### config.mk
export PLATFORM = sky130hd
export DESIGN_NAME = imem_arbiter
export DESIGN_NICKNAME = d
export VERILOG_FILES = /design/src/rtl/imem_arb_pkg.sv /design/src/rtl/imem_arb_pick.sv /design/src/rtl/imem_arbiter.sv
export SDC_FILE = /design/constraint.sdc
export NUM_CORES = 1
export LEC_CHECK = 0
export BUFFER_PORTS_ARGS = -buffer_cell sky130_fd_sc_hd__buf_2
export CORE_MARGIN = 4
export CORE_UTILIZATION = 46
export CTS_BUF_LIST = sky130_fd_sc_hd__clkbuf_4
export CTS_CLUSTER_SIZE = 8
export DETAILED_ROUTE_END_ITERATION = 8
export PLACE_DENSITY = 0.83
export SLEW_MARGIN = 20
export SYNTH_ARGS = -nofsm -noshare
export SYNTH_HDL_FRONTEND = slang
export SYNTH_HIERARCHICAL = 1
export SYNTH_SLANG_ARGS = --single-unit
### constraint.sdc
create_clock -name clk -period 1.7 [get_ports clk]
set_input_delay 0.255 -clock clk [delete_from_list [all_inputs] [get_ports clk]]
set_output_delay 0.255 -clock clk [all_outputs]
set_load 0.01 [all_outputs]
### src/rtl/imem_arb_pkg.sv
// Shared types and constants for the instruction-memory arbiter.
package imem_arb_pkg;

  typedef enum logic [1:0] {
    IDLE = 2'd0,
    READ = 2'd1,
    RESP = 2'd2
  } imem_arb_state_e;

  typedef enum logic {
    REQ_CPU = 1'b0,
    REQ_DBG = 1'b1
  } imem_req_id_e;

  localparam logic [31:0] IMEM_NOP_WORD = 32'h0000_0013;

endpackage

### src/rtl/imem_arb_pick.sv
// Combinational two-way grant: fixed CPU priority, or round-robin when IMEM_ARB_RR_EN is defined.
// ptr_i=0 favours the CPU, ptr_i=1 favours debug; grant is one-hot {dbg, cpu} or zero.
module imem_arb_pick (
  input  logic       c_vld_i,
  input  logic       d_vld_i,
  input  logic       ptr_i,
  output logic [1:0] gnt_o
);

`ifdef IMEM_ARB_RR_EN
  always_comb begin
    gnt_o = 2'b00;
    if (c_vld_i && (!d_vld_i || !ptr_i)) begin
      gnt_o = 2'b01;
    end else if (d_vld_i) begin
      gnt_o = 2'b10;
    end
  end
`else
  logic ptr_unused;
  assign ptr_unused = ptr_i;

  always_comb begin
    gnt_o = 2'b00;
    if (c_vld_i) begin
      gnt_o = 2'b01;
    end else if (d_vld_i) begin
      gnt_o = 2'b10;
    end
  end
`endif

endmodule

### src/rtl/imem_arbiter.sv
// Shares a combinational-read instruction memory between CPU fetch and debug: IDLE->READ->RESP,
// response two cycles after handshake and held until the owner's rsp_ready; IMEM_ARB_RR_EN enables round-robin.
module imem_arbiter
  import imem_arb_pkg::*;
#(
  parameter int          DEPTH_LOG2 = 8,
  parameter logic [31:0] NOP_WORD   = IMEM_NOP_WORD
) (
  input  logic        clk,
  input  logic        reset,
  input  logic        c_req_valid,
  input  logic [31:0] c_req_addr,
  output logic        c_req_ready,
  output logic        c_rsp_valid,
  output logic [31:0] c_rsp_data,
  output logic        c_rsp_err,
  input  logic        c_rsp_ready,
  input  logic        d_req_valid,
  input  logic [31:0] d_req_addr,
  output logic        d_req_ready,
  output logic        d_rsp_valid,
  output logic [31:0] d_rsp_data,
  output logic        d_rsp_err,
  input  logic        d_rsp_ready,
  output logic [31:0] mem_addr,
  input  logic [31:0] mem_data
);

  localparam int HI_LSB = DEPTH_LOG2 + 2;

  imem_arb_state_e state_q, state_d;
  imem_req_id_e    owner_q, owner_d;
  logic [31:0]     addr_q, addr_d;
  logic [31:0]     data_q, data_d;
  logic            err_q, err_d;
  logic            rr_ptr;
  logic [1:0]      gnt;
  logic            addr_err;

  imem_arb_pick u_pick (
    .c_vld_i (c_req_valid),
    .d_vld_i (d_req_valid),
    .ptr_i   (rr_ptr),
    .gnt_o   (gnt)
  );

`ifdef IMEM_ARB_RR_EN
  logic rr_q, rr_d;

  // After a CPU grant the pointer swings to debug, and vice versa.
  always_comb begin
    rr_d = rr_q;
    if (state_q == IDLE && gnt != 2'b00) begin
      rr_d = gnt[0];
    end
  end

  always_ff @(posedge clk) begin
    if (reset) begin
      rr_q <= 1'b0;
    end else begin
      rr_q <= rr_d;
    end
  end

  assign rr_ptr = rr_q;
`else
  assign rr_ptr = 1'b0;
`endif

  assign addr_err = (addr_q[1:0] != 2'b00) || ((addr_q >> HI_LSB) != 32'd0);

  always_comb begin
    state_d     = state_q;
    owner_d     = owner_q;
    addr_d      = addr_q;
    data_d      = data_q;
    err_d       = err_q;
    c_req_ready = 1'b0;
    d_req_ready = 1'b0;
    unique case (state_q)
      IDLE: begin
        c_req_ready = gnt[0];
        d_req_ready = gnt[1];
        if (gnt[0]) begin
          owner_d = REQ_CPU;
          addr_d  = c_req_addr;
          state_d = READ;
        end else if (gnt[1]) begin
          owner_d = REQ_DBG;
          addr_d  = d_req_addr;
          state_d = READ;
        end
      end
      READ: begin
        err_d   = addr_err;
        data_d  = addr_err ? NOP_WORD : mem_data;
        state_d = RESP;
      end
      RESP: begin
        if ((owner_q == REQ_CPU) ? c_rsp_ready : d_rsp_ready) begin
          state_d = IDLE;
        end
      end
      default: state_d = IDLE;
    endcase
  end

  always_ff @(posedge clk) begin
    if (reset) begin
      state_q <= IDLE;
      owner_q <= REQ_CPU;
      addr_q  <= '0;
      data_q  <= '0;
      err_q   <= 1'b0;
    end else begin
      state_q <= state_d;
      owner_q <= owner_d;
      addr_q  <= addr_d;
      data_q  <= data_d;
      err_q   <= err_d;
    end
  end

  assign mem_addr    = addr_q;
  assign c_rsp_valid = (state_q == RESP) && (owner_q == REQ_CPU);
  assign d_rsp_valid = (state_q == RESP) && (owner_q == REQ_DBG);
  assign c_rsp_data  = data_q;
  assign d_rsp_data  = data_q;
  assign c_rsp_err   = err_q;
  assign d_rsp_err   = err_q;

endmodule

# --- Word-level counts from Yosys, hierarchy flattened ---
# Cells that the tools add are included.
totals:
  ff_bits: 68
  latchBits: 0
  mem_bits_rw: 0
  rom_bits: 0
  mem_count: 0
classes:
  n_addsub: 0
  n_mul: 0
  n_div: 0
  order_cmp: 0
  n_eq_ne: 4
  shift: 0
  muxes: 14
  n_bitwise: 1
  reduce_logical: 9
ops:
  columns: ["op", "n"]
  rows:
  - ["32-bit 2-to-1 mux", 3]
  - ["32-bit nonzero test", 1]
  - ["2-bit 2-to-1 mux", 5]
  - ["2-bit case mux with 3 select lines", 1]
  - ["1-bit 2-to-1 mux", 5]
  - ["2-bit AND reduction", 2]
  - ["2-bit nonzero test", 2]
  - ["3-bit != test (second input constant)", 1]
  - ["2-bit by 1-bit == test with 1-bit output (second input constant)", 1]
  - ["2-bit == test (second input constant)", 1]
  - ["1-bit logical AND", 2]
  - ["2-bit logical NOT", 1]
  - ["2-bit != test (second input constant)", 1]
  - ["1-bit logical OR", 1]
  - ["1-bit NOT", 1]

# --- Logic depth before layout (Yosys ltp) ---
# Gate-level depths: netlist of the first run.
depth:
  depth_word: 5
  mapped_depth: 7

# --- Cells and area by module ---
# The synthesis of the first run kept the hierarchy.
by_module_without_submodules:
  columns: ["module", "instances", "cells_each", "area_per_inst_um2", "seq_area_each_um2"]
  rows:
  - ["imem_arbiter", 1, 355, 3585.9, 1361.3]
  - ["imem_arb_pick", 1, 2, 21.3, 0.0]

# --- Least setup slack after synthesis of the first run ---
# No wires, ideal clock.
synth_timing:
  path_type: "flip-flop to flip-flop"
  from: "register addr_q[17], in the netlist mem_addr[17]"
  to: "register err_q, in the netlist c_rsp_err"
  setup_time_ns: 0.120
  arrival_time_ns: 1.322
  t_required_ns: 1.580
  slack_ns: 0.258
  stages_incl_launch_ff: 5
  path_cell_list: "dfxtp_1 -> nor4_2 -> nand4b_4 -> buf_2 -> o31a_1"
synth_via:
  elab_chain_len: 2
synth_lines:
  columns: ["element", "line", "source"]
  rows:
  - ["from (decl)", "imem_arbiter.sv:33", "logic [31:0] addr_q, addr_d;"]
  - ["from (signal assigned)", "imem_arbiter.sv:119", "addr_q <= addr_d;"]
  - ["32-bit nonzero test", "imem_arbiter.sv:71", "assign addr_err = (addr_q[1:0] != 2'b00) || ((addr_q >> HI_LSB) != 32'd0);"]
  - ["1-bit logical OR", "imem_arbiter.sv:71", null]
  - ["to (signal assigned)", "imem_arbiter.sv:121", "err_q <= err_d;"]
  - ["to (decl)", "imem_arbiter.sv:35", "logic err_q, err_d;"]
# Every way passes these cells.
# A chain may end at the register's enable or synchronous reset.

# --- Worst setup path in the final report of the first run ---
layout_timing:
  from: "register state_q[1]"
  to: "output c_req_ready"
layout_via:
  elab_chain_len: 2
layout_lines:
  columns: ["element", "line", "source"]
  rows:
  - ["from (decl)", "imem_arbiter.sv:31", "imem_arb_state_e state_q, state_d;"]
  - ["from (signal assigned)", "imem_arbiter.sv:117", "state_q <= state_d;"]
  - ["2-bit logical NOT", "imem_arbiter.sv:81", "unique case (state_q)"]
  - ["1-bit 2-to-1 mux", "imem_arbiter.sv:81", null]
  - ["to (decl)", "imem_arbiter.sv:13", "output logic c_req_ready,"]
# Every way passes these cells.

==> results by group, run 1 <==
Power and ir drop
  – Pwr/cell area: 881 mW/mm^2
  – Leak pwr: 0.00223 uW
  – Worst IR Drop VDD: 478 uV

Global route
  – Largest net degree at the start of global routing: 48
  – GR met1 Demand/Resource: 27.1%
  – First-pass GRT wire length: 15.8 mm
  – GR peak layer: met2
  – Met2 Use GR: 37.3%
  – Met3 Use GR: 4.42%
  – Number of global-route vias before repair: 3167
  – Antenna violations before repair: 1
  – GR Overflow Total: 0
  – Total track usage: 21.7%

Timing
  – Least-Margin Pin Slew: 0.547 ns
  – Max Clock Skew: 0.0118 ns
  – Hold Worst Slack: 0.0973 ns
  – Fmax: 622 MHz
  – Final setup fails: 0
  – Sum Neg Setup Slack: 0 ns
  – Minimum clock period: 1.61 ns
  – Final number of hold-violating endpoints: 0
  – Final Max Slew Viols: 0
  – Period utilization: 94.6%
  – RSZ-0062 raised after global routing: no
  – Max-Slew Margin vs Limit: 63.6%

Hold path
  – Min-Delay Startpoint: mem_data[1]
  – Hold Crit Endpoint: c_rsp_data[1]
  – Hold Path Cell Cnt: 2
  – Worst Hold Class: in -> reg

Die
  – Die Span Y: 96.5 um
  – IO Count: 204
  – Core Region: 0.00769 sq mm
  – X dimension of the die: 96.5 um
  – Initial core utilization: 46.9%
  – Die ar.: 0.00931 sq mm
  – Row cnt: 32

Drt
  – Mean routed wirelength per cell: 16.8 um
  – Vias/cell: 5.43
  – DRT iter0 DRCs: 157
  – Final ANT Viol Nets: 0
  – Via count: 3424
  – WL final: 10.6 mm
  – Residual DRC: 0
  – First drt pass iteration count: 4

Placement
  – # port buffers: 203
  – Cell Area, Placed: 0.00448 sq mm
  – Post-DP HPWL: 7.70 mm
  – Routability cong.: 0.743

Critical path
  – Cell family with most CP delay: flip-flops
  – Worst Reg2Reg Path Length in Cells: 4
  – Required time worst endpoint: 1.44 ns
  – CP Capture Type: output port
  – Worst r2r src: mem_addr[24]
  – Critical path class: reg -> out
  – WP data arrival: 1.35 ns
  – Reg-to-reg endpoint: c_rsp_data[19]
  – Crit-path max cell delay: 0.39 ns
  – Startpoint Class: flip-flop
  – FF-to-FF setup slack: 0.15 ns
  – CP max-delay cell: dfxtp_2
  – CP max FO: 10
  – CP Cell Sequence: nor3b_4, buf_6, buf_2
  – WP buf/inv: 2

Clock network
  – CTS sink count: 68
  – Clock slew at reported path FFs: 0.11 ns
  – CTS tree: done
  – CTS H-Tree Depth: 3
  – Clk buf depth: 2
  – Worst skew pair latency: 0.40 ns
  – CTS buffer count: 9
  – CTS hold repair buffers: 0
  – Root buffer cell: clkbuf_4

Layout
  – Final Net Count: 625
  – Synthesis-to-layout area growth: 31.6%
  – Layout cells sized above 1: 53.6%
  – Fill cell count: 682
  – # diodes: 0
  – Fin area: 0.00474 sq mm

Logic synthesis
  – Syn_nets: 458
  – Ys Warns: 6
  – Mapped cell area: 0.00360 sq mm
  – Mapped Avg Cell Area: 10.1 sq um
  – Syn Inst Count: 356

Outcome
  – Status: completed

Flow run
  – Max cap viols: 0
==> state kept, by name (all words and copies together), names as in the netlist <==
name        flops
c_rsp_data     32
c_rsp_err       1
mem_addr       32
owner_q         1
state_q         2
==> power breakdown <==
part           switching (uW)  internal [uW]  total (uW)
Combinational             567            475        1040
Sequential                100           1700        1800
Clock                     595            740        1330
Total                    1260           2910        4180
==> stage by stage <==
stage	setup WS (ns)	utilization (%)	power [uW]	std cells
2_1_floorplan	0.258	-	2450	356
3_3_place_gp	0.199	58.3	2820	605
3_5_place_dp	0.154	58.3	2850	605
4_1_cts	0.0277	60.8	4190	621
5_1_grt	0.00527	61.7	4390	630
6_report	0.0923	61.7	4180	630
==> layer usage <==
metal	part of all wire [%]	up-vias
li1	-	1631
met1	40	1615
met2	50	166
met3	8.5	10
met4	0.90	2
met5	0.19	-
==> placed cells by master (no fill, tap or decap), types with 2 or more instances in the layout <==
master,instances
a211oi_1,2
bufinv_16,3
o31ai_1,29
a21oi_1,5
inv_1,4
buf_2,203
nor3b_4,2
nor4_2,3
nand3b_1,59
dfxtp_2,2
a211oi_2,30
buf_12,3
nor4_1,2
clkbuf_4,9
nor3_1,33
o41a_1,3
buf_4,19
mux2i_1,33
buf_6,2
dfxtp_1,66
==> layout make-up <==
class | instances | area (sq um) | area share [%]
inverters | 4 | 15.0 | 0.317
clock buffers | 9 | 67.6 | 1.43
flip-flops and latches | 68 | 1360 | 28.8
clock inverters | 7 | 115 | 2.43
multi-input cells | 213 | 1810 | 38.2
repair buffers | 227 | 1240 | 26.2
well taps | 102 | 128 | 2.69
==> how the worst max path moves through the flow <==
| stage | slack [ns] | depth (start not counted) | end | startpoint |
|---|---|---|---|---|
| 6_report | 0.09 | 3 | c_req_ready | state_q[1] |
| 3_3_place_gp | 0.20 | 4 | c_rsp_data[17] | mem_addr[24] |
| 4_1_cts | 0.03 | 3 | d_req_ready | state_q[1] |
| 5_1_grt | 0.005 | 4 | c_rsp_data[21] | mem_addr[24] |
| 2_1_floorplan | 0.26 | 7 | mem_addr[0] | c_req_valid |
| 3_5_place_dp | 0.15 | 4 | c_rsp_data[19] | mem_addr[24] |
==> what timing repair did <==
item | in CTS | in global routing
resized for setup | 4 | 0
setup buffers | 0 | 9
endpoints found under the setup margin | 2 | 2
endpoints found under the hold margin | 0 | 0
Power figures use the tool's default switching activity.
==> run 2, diff against run 1 <==
GPL_TIMING_DRIVEN = 0   (was default)
==> run 2 against run 1 <==
Worst setup slack got worse by 0.0064 ns. Sequential share of layout area is 1.2 points lower. Clock skew up 0.0089 ns. Combinational power hardly changed. Utilization is 2.6 points higher. First-iteration DRC count is 7.0% lower. Cell area increased by 4.2%. Non-clock buffer count rose by 47.
==> results by group, run 2 (synthesis gave the netlist of run 1 again) <==
Placement
  – DP Cell Count: 660
  – # port buffers: 202
  – Routability cong.: 0.758
  – Post-DP HPWL: 8.52 mm

Critical path
  – WP data arrival: 1.89 ns
  – Required time worst endpoint: 1.98 ns
  – CP max-delay cell: dfxtp_2
  – Startpoint Class: flip-flop
  – CP Capture Type: flip-flop
  – Worst Reg2Reg Path Length in Cells: 5
  – CP Cell Sequence: nand2b_1, buf_2, nand4b_4, clkbuf_4, o31a_1
  – Critical path class: reg -> reg
  – Crit-path max cell delay: 0.38 ns
  – Worst r2r src: state_q[1]
  – CP max FO: 10
  – Reg-to-reg endpoint: c_rsp_err
  – FF-to-FF setup slack: 0.09 ns

Power and ir drop
  – Leak pwr: 0.00239 uW
  – Pwr/cell area: 784 mW/mm^2
  – Worst IR Drop VDD: 551 uV

Timing
  – Least-Margin Pin Slew: 0.722 ns
  – Hold Worst Slack: 0.103 ns
  – Fmax: 620 MHz
  – Max Clock Skew: 0.0207 ns
  – Period utilization: 94.9%
  – RSZ-0062 raised after global routing: no
  – Final setup fails: 0
  – Final Max Slew Viols: 0
  – Minimum clock period: 1.61 ns
  – Final number of hold-violating endpoints: 0
  – Max-Slew Margin vs Limit: 51.9%

Layout
  – Area taken by multi-input logic gates: 0.00183 sq mm
  – Most frequent cells in the layout: 214 x buf_2, 66 x dfxtp_1, 59 x nand3b_1
  – Synthesis-to-layout area growth: 37.0%
  – Seq. cell area: 0.00136 sq mm
  – Fill cell count: 685
  – Layout cells sized above 1: 55.1%
  – # diodes: 0
  – Most common cell after layout, fill and taps aside: buf_2
  – Final Net Count: 672
  – Final Non-Filler Cells: 677

Drt
  – Residual DRC: 0
  – WL final: 11.2 mm
  – First drt pass iteration count: 4
  – DRT iter0 DRCs: 146
  – Mean routed wirelength per cell: 16.5 um
  – Final ANT Viol Nets: 0
  – Via count: 3599
  – Vias/cell: 5.32

Global route
  – Total track usage: 23.0%
  – Number of global-route vias before repair: 3446
  – First-pass GRT wire length: 16.7 mm
  – GR Overflow Total: 0
  – Antenna violations before repair: 1
  – Largest net degree at the start of global routing: 12

Die
  – IO Count: 204
  – Core Region: 0.00769 sq mm
  – Die ar.: 0.00931 sq mm
  – Initial core utilization: 46.9%
  – Row cnt: 32
  – X dimension of the die: 96.5 um
  – Die Span Y: 96.5 um

Outcome
  – Status: completed

Hold path
  – Hold Crit Endpoint: c_rsp_data[0]
  – Hold Path Cell Cnt: 2
  – Worst Hold Class: in -> reg
  – Min-Delay Startpoint: mem_data[0]

Clock network
  – Clock slew at reported path FFs: 0.10 ns
  – CTS hold repair buffers: 0
  – CTS tree: done
  – CTS buffer count: 9
  – CTS H-Tree Depth: 3
  – Root buffer cell: clkbuf_4
  – Clk buf depth: 2
  – CTS sink count: 68
  – Worst skew pair latency: 0.40 ns

Flow run
  – Max cap viols: 0
run 2: cell count changes in the layout (fill, tap and decap cells not counted), moves of 2 or more:
| cell | delta |
|---|---|
| buf_12 | -3 |
| buf_2 | +11 |
| buf_4 | +20 |
| bufinv_16 | -2 |
| clkbuf_1 | +13 |
| clkbuf_2 | +4 |
| clkbuf_4 | +2 |
run 2: how the worst max path moves through the flow:
stage / end / startpoint / depth (start not counted)
global placement: mem_addr[8] / c_req_valid / 8
CTS: c_rsp_err / state_q[0] / 5
finish: c_rsp_err / state_q[1] / 5
global route: c_req_ready / state_q[0] / 3
detailed placement: mem_addr[14] / c_req_valid / 8
floorplan: mem_addr[0] / c_req_valid / 7
run 2: power by group:
group	internal [uW]	leakage (uW)	switching (uW)
clock	452	0.0000712	570
combinational	466	0.00176	577
sequential	1700	0.000558	106
run 2: per-stage QoR:
stage | setup TNS [ns] | total power, uW | util (%) | setup WS, ns | instance area, sq um
floorplan | 0 | 2450 | - | 0.258 | 3600
global placement | -3.38 | 2810 | 61.7 | -0.113 | 4740
detailed placement | -3.23 | 2840 | 61.7 | -0.112 | 4740
CTS | 0 | 3890 | 63.9 | 0.0115 | 4920
global route | 0 | 4050 | 64.2 | 0.0217 | 4940
finish | 0 | 3870 | 64.2 | 0.0859 | 4940
run 2: repair_timing:
action,CTS,global route
pin swaps,2,0
hold endpoints to repair,0,0
setup buffers,2,0
gates resized for setup,7,12
setup endpoints to repair,7,28
run 2: worst max-delay path: cells and delay by family (launching register included):
kind / cells / cell delay, ns
AO/OA/AOI/OAI: 1 / 0.30
buffers and inverters: 2 / 0.43
flip-flops: 1 / 0.38
AND/OR/NAND/NOR: 2 / 0.41
run 2: layout make-up:
class,count,area share (%)
multi-input combinational,213,37.0
buffer,70,9.07
sequential,68,27.6
clock inverter,6,1.11
tap,102,2.58
inverter,4,0.304
timing repair buffer,204,20.8
clock buffer,10,1.52
run 2: layer usage:
layer	part of all wire (%)	vias to the layer above	wire, um	global-route usage, %
met2	50	157	5580	42.1
met3	9.8	16	1090	6.51
met1	39	1702	4350	25.9
met4	1.2	2	137	6.66
li1	-	1722	-	-
met5	0.12	-	13	0
